`src/rtl/apb_nslv_bridge.sv`:
```
// AHB-Lite to APB3 bridge for NSLV peripheral slaves: single 32-bit transfers,
// PREADY wait states, PSLVERR/decode/timeout errors and fully registered outputs.
module apb_nslv_bridge #(
    parameter int NSLV    = 8,
    parameter int ADDR_W  = 40,
    parameter int SLV_AW  = 12,
    parameter int TMO_CYC = 255
) (
    input  logic              hclk,
    input  logic              hrst_b,
    input  logic              hsel,
    input  logic [ADDR_W-1:0] haddr,
    input  logic [1:0]        htrans,
    input  logic              hwrite,
    input  logic [2:0]        hsize,
    input  logic [31:0]       hwdata,
    output logic [31:0]       hrdata,
    output logic              hready,
    output logic [1:0]        hresp,
    output logic [ADDR_W-1:0] paddr,
    output logic              pwrite,
    output logic [31:0]       pwdata,
    output logic              penable,
    output logic [NSLV-1:0]   psel,
    input  logic [NSLV*32-1:0] prdata,
    input  logic [NSLV-1:0]   pready,
    input  logic [NSLV-1:0]   pslverr
);
    localparam int IW = (NSLV > 1) ? $clog2(NSLV) : 1;
    localparam logic [IW:0] NSLV_W = (IW + 1)'(NSLV);
    localparam logic [15:0] TMO_W = 16'(TMO_CYC);

    typedef enum logic [2:0] {
        ST_IDLE   = 3'd0,
        ST_LATCH  = 3'd1,
        ST_SETUP  = 3'd2,
        ST_ACCESS = 3'd3,
        ST_RESP   = 3'd4,
        ST_ERR1   = 3'd5,
        ST_ERR2   = 3'd6
    } state_t;

    state_t         state_r, state_next_s;
    logic [IW-1:0]  idx_r, addr_idx_s;
    logic           dec_err_r, dec_err_s, misalign_s;
    logic [15:0]    wait_cnt_r, wait_inc_s;
    logic           accept_s, timeout_s;
    logic           sel_ready_s, sel_err_s;
    logic [31:0]    sel_rdata_s;
    logic           hready_next_s, apb_sel_next_s, penable_next_s;
    logic [1:0]     hresp_next_s;
    logic           htrans_unused_s;

    function automatic logic [NSLV-1:0] onehot(input logic [IW-1:0] idx);
        logic [NSLV-1:0] v;
        for (int k = 0; k < NSLV; k++) begin
            v[k] = (idx == IW'(k));
        end
        return v;
    endfunction

    assign htrans_unused_s = htrans[0];
    assign addr_idx_s      = haddr[SLV_AW+IW-1:SLV_AW];
    assign wait_inc_s      = (wait_cnt_r == 16'hFFFF) ? wait_cnt_r : wait_cnt_r + 16'd1;
    assign timeout_s       = (TMO_W != 16'd0) && (wait_inc_s >= TMO_W);

    // Address-phase decode: unmapped slave, oversized or misaligned transfer
    always_comb begin
        misalign_s = 1'b1;
        case (hsize)
            3'd0:    misalign_s = 1'b0;
            3'd1:    misalign_s = haddr[0];
            3'd2:    misalign_s = |haddr[1:0];
            default: misalign_s = 1'b1;
        endcase
        dec_err_s = misalign_s | ({1'b0, addr_idx_s} >= NSLV_W);
    end

    // AND-OR select of the addressed slave's response; other slaves are ignored
    always_comb begin
        sel_ready_s = 1'b0;
        sel_err_s   = 1'b0;
        sel_rdata_s = 32'h0000_0000;
        for (int k = 0; k < NSLV; k++) begin
            sel_ready_s = sel_ready_s | (pready[k] & (idx_r == IW'(k)));
            sel_err_s   = sel_err_s | (pslverr[k] & (idx_r == IW'(k)));
            sel_rdata_s = sel_rdata_s | (prdata[32*k +: 32] & {32{idx_r == IW'(k)}});
        end
    end

    // Next-state logic and accept qualification
    always_comb begin
        state_next_s = state_r;
        accept_s     = 1'b0;
        case (state_r)
            ST_IDLE, ST_RESP, ST_ERR2: begin
                accept_s = hsel & htrans[1] & hready;
                if (accept_s) state_next_s = ST_LATCH;
                else          state_next_s = ST_IDLE;
            end
            ST_LATCH: begin
                if (dec_err_r) state_next_s = ST_ERR1;
                else           state_next_s = ST_SETUP;
            end
            ST_SETUP: state_next_s = ST_ACCESS;
            ST_ACCESS: begin
                if (sel_ready_s) begin
                    if (sel_err_s) state_next_s = ST_ERR1;
                    else           state_next_s = ST_RESP;
                end else if (timeout_s) begin
                    state_next_s = ST_ERR1;
                end else begin
                    state_next_s = ST_ACCESS;
                end
            end
            ST_ERR1: state_next_s = ST_ERR2;
            default: state_next_s = ST_IDLE;
        endcase
    end

    // Output values for the coming state, registered below so nothing is combinational
    always_comb begin
        hready_next_s  = 1'b0;
        hresp_next_s   = 2'b00;
        apb_sel_next_s = 1'b0;
        penable_next_s = 1'b0;
        case (state_next_s)
            ST_IDLE, ST_RESP: hready_next_s = 1'b1;
            ST_SETUP:         apb_sel_next_s = 1'b1;
            ST_ACCESS: begin
                apb_sel_next_s = 1'b1;
                penable_next_s = 1'b1;
            end
            ST_ERR1: hresp_next_s = 2'b01;
            ST_ERR2: begin
                hready_next_s = 1'b1;
                hresp_next_s  = 2'b01;
            end
            default: hready_next_s = 1'b0;
        endcase
    end

    // State, latched decode and saturating wait counter
    always_ff @(posedge hclk or negedge hrst_b) begin
        if (!hrst_b) begin
            state_r    <= ST_IDLE;
            idx_r      <= {IW{1'b0}};
            dec_err_r  <= 1'b0;
            wait_cnt_r <= 16'd0;
        end else begin
            state_r <= state_next_s;
            if (accept_s) begin
                idx_r     <= addr_idx_s;
                dec_err_r <= dec_err_s;
            end
            if (state_next_s == ST_SETUP) begin
                wait_cnt_r <= 16'd0;
            end else if ((state_r == ST_ACCESS) && !sel_ready_s) begin
                wait_cnt_r <= wait_inc_s;
            end
        end
    end

    // Registered AHB and APB outputs
    always_ff @(posedge hclk or negedge hrst_b) begin
        if (!hrst_b) begin
            hready  <= 1'b1;
            hresp   <= 2'b00;
            hrdata  <= 32'h0000_0000;
            psel    <= {NSLV{1'b0}};
            penable <= 1'b0;
            paddr   <= {ADDR_W{1'b0}};
            pwrite  <= 1'b0;
            pwdata  <= 32'h0000_0000;
        end else begin
            hready  <= hready_next_s;
            hresp   <= hresp_next_s;
            psel    <= apb_sel_next_s ? onehot(idx_r) : {NSLV{1'b0}};
            penable <= penable_next_s;
            if (accept_s) begin
                paddr  <= haddr;
                pwrite <= hwrite;
            end
            if ((state_r == ST_LATCH) && pwrite) begin
                pwdata <= hwdata;
            end
            if ((state_r == ST_ACCESS) && sel_ready_s && !sel_err_s && !pwrite) begin
                hrdata <= sel_rdata_s;
            end
        end
    end
endmodule
```
`config.mk`:
```
export PLATFORM = sky130hd
export DESIGN_NAME = apb_nslv_bridge
export DESIGN_NICKNAME = d
export VERILOG_FILES = /design/src/rtl/apb_nslv_bridge.sv
export SDC_FILE = /design/constraint.sdc
export NUM_CORES = 1
export LEC_CHECK = 0
export ABC_AREA = 0
export BUFFER_PORTS_ARGS = -buffer_cell sky130_fd_sc_hd__buf_2
export CORE_AREA = 3 3 184 186
export DETAILED_ROUTE_END_ITERATION = 8
export DIE_AREA = 0 0 187 189
export GPL_TIMING_DRIVEN = 1
export PLACE_DENSITY_LB_ADDON = 0.25
export SETUP_SLACK_MARGIN = 0.15
export SLEW_MARGIN = 20
export SYNTH_ARGS = -nofsm -noshare
export SYNTH_HDL_FRONTEND = slang
export SYNTH_SLANG_ARGS = --single-unit
```
`constraint.sdc`:
```
create_clock -name hclk -period 2.35 [get_ports hclk]
set_input_delay 0.1175 -clock hclk [delete_from_list [all_inputs] [get_ports hclk]]
set_output_delay 0.1175 -clock hclk [all_outputs]
set_load 0.05 [all_outputs]
```
======== After elaboration in Yosys (flattened, before gate mapping) ========
Index checks and enable logic that the tools add are counted.
word-level totals
  register bits ........................... 140
  output and inout bits ................... 117
  logic and storage cells ................. 116
  bits of input ports ..................... 353
cells by class
  muxes and demuxes ....................... 16
  equal/unequal tests ..................... 21
  magnitude comparators ................... 1
  bitwise operators ....................... 47
  reduce and logical (&&, ||, !) cells .... 18
  add/sub/neg operators ................... 1
operators with widths
  cell                                                   count
  AND 32 bit                                             8
  bitwise OR 32 bit                                      7
  two-way mux 16 bit                                     3
  == test 3 bit (second input constant)                  10
  == test 3 x 2 -> 1 bit (second input constant)         7
  AND 1 bit                                              18
  adder 16 x 1 -> 16 bit (second input constant)         1
  == test 16 bit (second input constant)                 1
  >= comparator 16 x 8 -> 1 bit (second input constant)  1
  case mux 3 bit (5 select lines)                        1
  bitwise OR 1 bit                                       14
  logical NOT 3 bit                                      4
  == test 3 x 1 -> 1 bit (second input constant)         3
  two-way mux 3 bit                                      3
  two-way mux 8 bit                                      1
  two-way mux 1 bit                                      7
  OR reduction 2 bit                                     3
  OR reduction 3 bit                                     2
  logical AND 1 bit                                      5
  logical NOT 1 bit                                      3
  case mux 1 bit (3 select lines)                        1
  nonzero test 2 bit                                     1

======== Logic depth before layout (Yosys ltp) ========
  word-level depth ........................ 16
  mapped depth ............................ 9
  mapped depth without buffers ............ 7

======== Worst setup path after synthesis ========
OpenSTA, ideal clock, no wires.
  path kind ............................... flip-flop to flip-flop
  start ................................... register paddr[14] (netlist name)
  end ..................................... register hrdata[11]
  data required time ...................... 2.225 ns
  buffers on the path ..................... 2
  arrival time ............................ 2.444 ns
  setup slack ............................. -0.218 ns
  cell stages (with the launch flop) ...... 8
  cells stage by stage .................... dfrtp_1 -> buf_2 -> mux2_2 -> a221oi_1 -> o221ai_2 -> nor3_2 -> buf_4 -> mux2_2
RTL lines
  what                    line  text
  end signal: assignment  188   hrdata <= sel_rdata_s;
  end: declaration        17    output logic [31:0] hrdata,

======== Worst setup path in the final report ========
  start ................................... register idx_r[1]
  end ..................................... register state_r[2]
on the way
  longest elaborated chain between the ends .. 11
  elaborated cells between the ends (all ways) .. 25
RTL lines
  what                                                         line  text
  start: declaration                                           44    logic [IW-1:0] idx_r, addr_idx_s;
  start signal: assignment                                     147   idx_r <= {IW{1'b0}};
  start signal: assignment                                     153   idx_r <= addr_idx_s;
  == test 3 x 1 -> 1 bit or logical NOT 3 bit (tied branches)  85    sel_ready_s = sel_ready_s | (pready[k] & (idx_r == IW'(k)));
  AND 1 bit                                                    85
  bitwise OR 1 bit (6 in series)                               85
  bitwise OR 1 bit *                                           85
  two-way mux 3 bit *                                          107   if (sel_ready_s) begin
  case mux 3 bit (5 select lines) *                            95    case (state_r)
  named net state_next_s[2]                                    43    state_t state_r, state_next_s;
  end signal: assignment                                       151   state_r <= state_next_s;
  end: declaration                                             43
The timed path passes the listed nets; every way through them passes the cells marked *.
A chain may end at the register's enable or synchronous reset.

==> reports/metrics.cfg <==
[cells_and_area]
final_nets = 1556
layout_common_cells = buf_2 (466), dfrtp_1 (129), a22oi_1 (92)
regArea_sq_mm = 0.00341
layout-drive-gt1-share_pct = 58.4
synthToLayoutAreaGrowth_pct = 69.2
fin_util_pct = 37.5
fillers = 3260
final_common_cell = buf_2
multi_input_area_sq_mm = 0.00378
design_area_sq_mm = 0.0122

[floorplanning]
die_w_microns = 187
die-area_sq_mm = 0.0353
die_h_microns = 189
pin_count = 470
start_util_pct = 22.2
rows = 66
coreArea_sq_mm = 0.0325

[worst_setup_path]
crit_chain = mux2_1, o2bb2ai_4, o21ai_4, buf_12, a2111oi_4, buf_4, nand3_2, a31o_1
endpoint_kind = register
cp.required_ps = 2670
max_stage_delay_ps = 470
ff2ff_path_depth = 8
crit_type = reg2reg
cp_slowest_cell = dfrtp_2
path_max_fanout = 9
critPathArrivalTime_ps = 2580
startpoint_type = register

[synth]
synthCells = 628
ys_warn_count = 0
ys_ff_latch = 136
syn_area_per_cell_sq_um = 11.5
synth.distinct_cells = 63
syn_area_sq_mm = 0.00720
async_flop_share_pct = 100
synthFlopType = dfrtp_1
synth-edff-count = 0
syn_nets = 982
ys_seq_area_share_pct = 47.3

[pwr]
ir_worst_vdd_mv = 1.19
p_total_w = 0.0169
power.leakage_nw = 5.83
powerDensity_mw_per_mm2 = 1390

[place]
dp_hpwl_mm = 26.3
placed_area_sq_mm = 0.0105
gp_congestion = 0.906
portBuffers = 467

[global_route]
grt_overflow = 0
grt_pass1_vias = 8279
grt_use_total_pct = 18.7
grt_pass1_wl_mm = 50.2
grt_start_max_net_pins = 51
antenna_found_initial = 11

[timing]
rsz0062_at_grt = yes
period_needed_ps = 2260
clock-skew-final_ps = 12.2
max_freq_mhz = 442
slew_headroom_pct = 42.8
worstMarginPinSlew_ps = 855
hold_viol_final = 0
setup_violations = 0
finalMaxSlewViolations = 0
fin_crit_sh_pct = 96.2

[route]
drtPass1Iterations = 6
totalWireLength_mm = 35.0
drtIter0Drc = 484
wl_per_cell_microns = 21.0
route.detailed.drc = 0
vias_per_cell = 4.74
ant_nets = 0
route.vias.total = 7884

[clock_network]
numCtsBuffers = 17
cts_max_path_buffers = 2
clkLatencyLatePin_ps = 430
cts_tree = done
cts-root-buf = clkbuf_16
clk_pin_slew_ps = 80
htree_levels = 4
cts_sinks = 136

[hold_path]
min_path_cells = 4
hold_class = in2reg

[run]
cap_violations = 0

[run_status]
status = complete, no violations

[final timing paths]
kind / start / endpoint / slack, ps
worst max-delay path: idx_r[1]$_DFFE_PN0P_ / state_r[2]$_DFF_PN0_ / 90
worst min-delay path: prdata[120] / hrdata[24]$_DFFE_PN0P_ / 30
worst max register to register: idx_r[1]$_DFFE_PN0P_ / state_r[2]$_DFF_PN0_ / 90
worst min register to register: hrdata[23]$_DFFE_PN0P_ / hrdata[23]$_DFFE_PN0P_ / 490
max in group asynchronous: hrst_b / paddr[25]$_DFFE_PN0P_ / 1460
min in group asynchronous: hrst_b / hrdata[16]$_DFFE_PN0P_ / 230
[per-layer routing]
metal	routed length, microns	vias to the layer above	GRT usage [%]
li1	-	3604	-
met3	2310	49	5.26
met5	72	-	0
met1	14600	3913	23.1
met2	17300	306	31.5
met4	648	12	5.99
[synth_stat cells (2+ instances only)]
| cell type | count | area share, % |
|---|---|---|
| nor3b_1 | 2 | 0.21 |
| o2111a_1 | 2 | 0.31 |
| dfrtp_1 | 135 | 47 |
| nor2b_1 | 3 | 0.26 |
| o21ai_0 | 4 | 0.28 |
| o21ai_1 | 2 | 0.14 |
| nand2_1 | 19 | 0.99 |
| and3_1 | 5 | 0.43 |
| a21oi_1 | 9 | 0.63 |
| xor2_1 | 6 | 0.73 |
| nor3_1 | 11 | 0.76 |
| a31oi_1 | 2 | 0.17 |
| buf_2 | 16 | 1.1 |
| a21boi_1 | 8 | 0.83 |
| inv_1 | 5 | 0.26 |
| nand3_1 | 28 | 1.9 |
| a22oi_1 | 92 | 9.6 |
| mux2i_1 | 9 | 1.3 |
| and2_1 | 2 | 0.17 |
| buf_4 | 4 | 0.42 |
| nand2b_1 | 2 | 0.17 |
| nand4_1 | 21 | 1.8 |
| xnor2_1 | 2 | 0.24 |
| or2_2 | 2 | 0.17 |
| nor2_1 | 22 | 1.1 |
| clkbuf_1 | 30 | 1.6 |
| and4_1 | 3 | 0.36 |
| and3b_1 | 3 | 0.36 |
| mux2_2 | 94 | 15 |
| a221oi_1 | 20 | 2.4 |
| nor4_1 | 2 | 0.17 |
| a22o_1 | 19 | 2.3 |
| o21a_1 | 2 | 0.21 |
| mux2_1 | 13 | 2.0 |
[critical path: cells and delay by family, from the launching register on]
family / cells / cell delay (ps)
AOI/OAI and AO/OA: 4 / 840
and+or+nand+nor: 1 / 120
DFF: 1 / 470
muxes: 1 / 380
buffers and inverters: 2 / 330
[sequential cells by signal, indices dropped and copies added, names as in the netlist]
signal      cells
dec_err_r       1
hrdata         32
hready          1
hresp           1
idx_r           2
paddr          38
penable         1
psel            8
pwdata         32
pwrite          1
state_r         3
wait_cnt_r     16
[power breakdown]
part / internal, W / switching [W] / leakage, nW
combinational: 0.00351 / 0.00653 / 3.84
clock: 0.00162 / 0.00123 / 0.293
sequential: 0.00336 / 0.000639 / 1.69
total: 0.00848 / 0.00839 / 5.83
[stage by stage]
step | std cells | TNS [ps] | hold slack (ps) | worst slack, ps
2_1_floorplan | 628 | 0 | -178 | 35.1
3_3_place_gp | 1530 | -312 | 102 | -258
3_5_place_dp | 1530 | -462 | 102 | -252
4_1_cts | 1647 | 0 | 13.5 | 137
5_1_grt | 1661 | 0 | 37.1 | 11.1
6_report | 1662 | 0 | 34.7 | 89.1
[cell type report]
type | count | area share, %
antenna | 5 | 0.103
clock buffer | 18 | 3.52
clock inverter | 14 | 1.48
inverter | 5 | 0.154
multi-input combinational | 436 | 31.0
sequential | 136 | 28.0
tap | 442 | 4.54
timing repair buffer | 606 | 31.2
[kinds of logic after synthesis]
kind of cell    Yosys count  synth area share [%]
compound gates          172                  18.9
simple gates            137                  11.1
other cells               1                0.0521
buf+inv                  57                  3.56
fa+ha+maj                 1                 0.174
flops                   136                  47.3
mux                     116                  18.0
xor+xnor                  8                 0.973
[what timing repair did]
action / CTS / global route
pin swaps: 3 / 7
gates cloned: 1 / 4
hold buffers: 76 / 0
setup endpoints to repair: 43 / 56
resized for setup: 11 / 11
buffers inserted: 8 / 6
endpoints found under the hold margin: 119 / 0
Power figures use the tool's default switching activity.
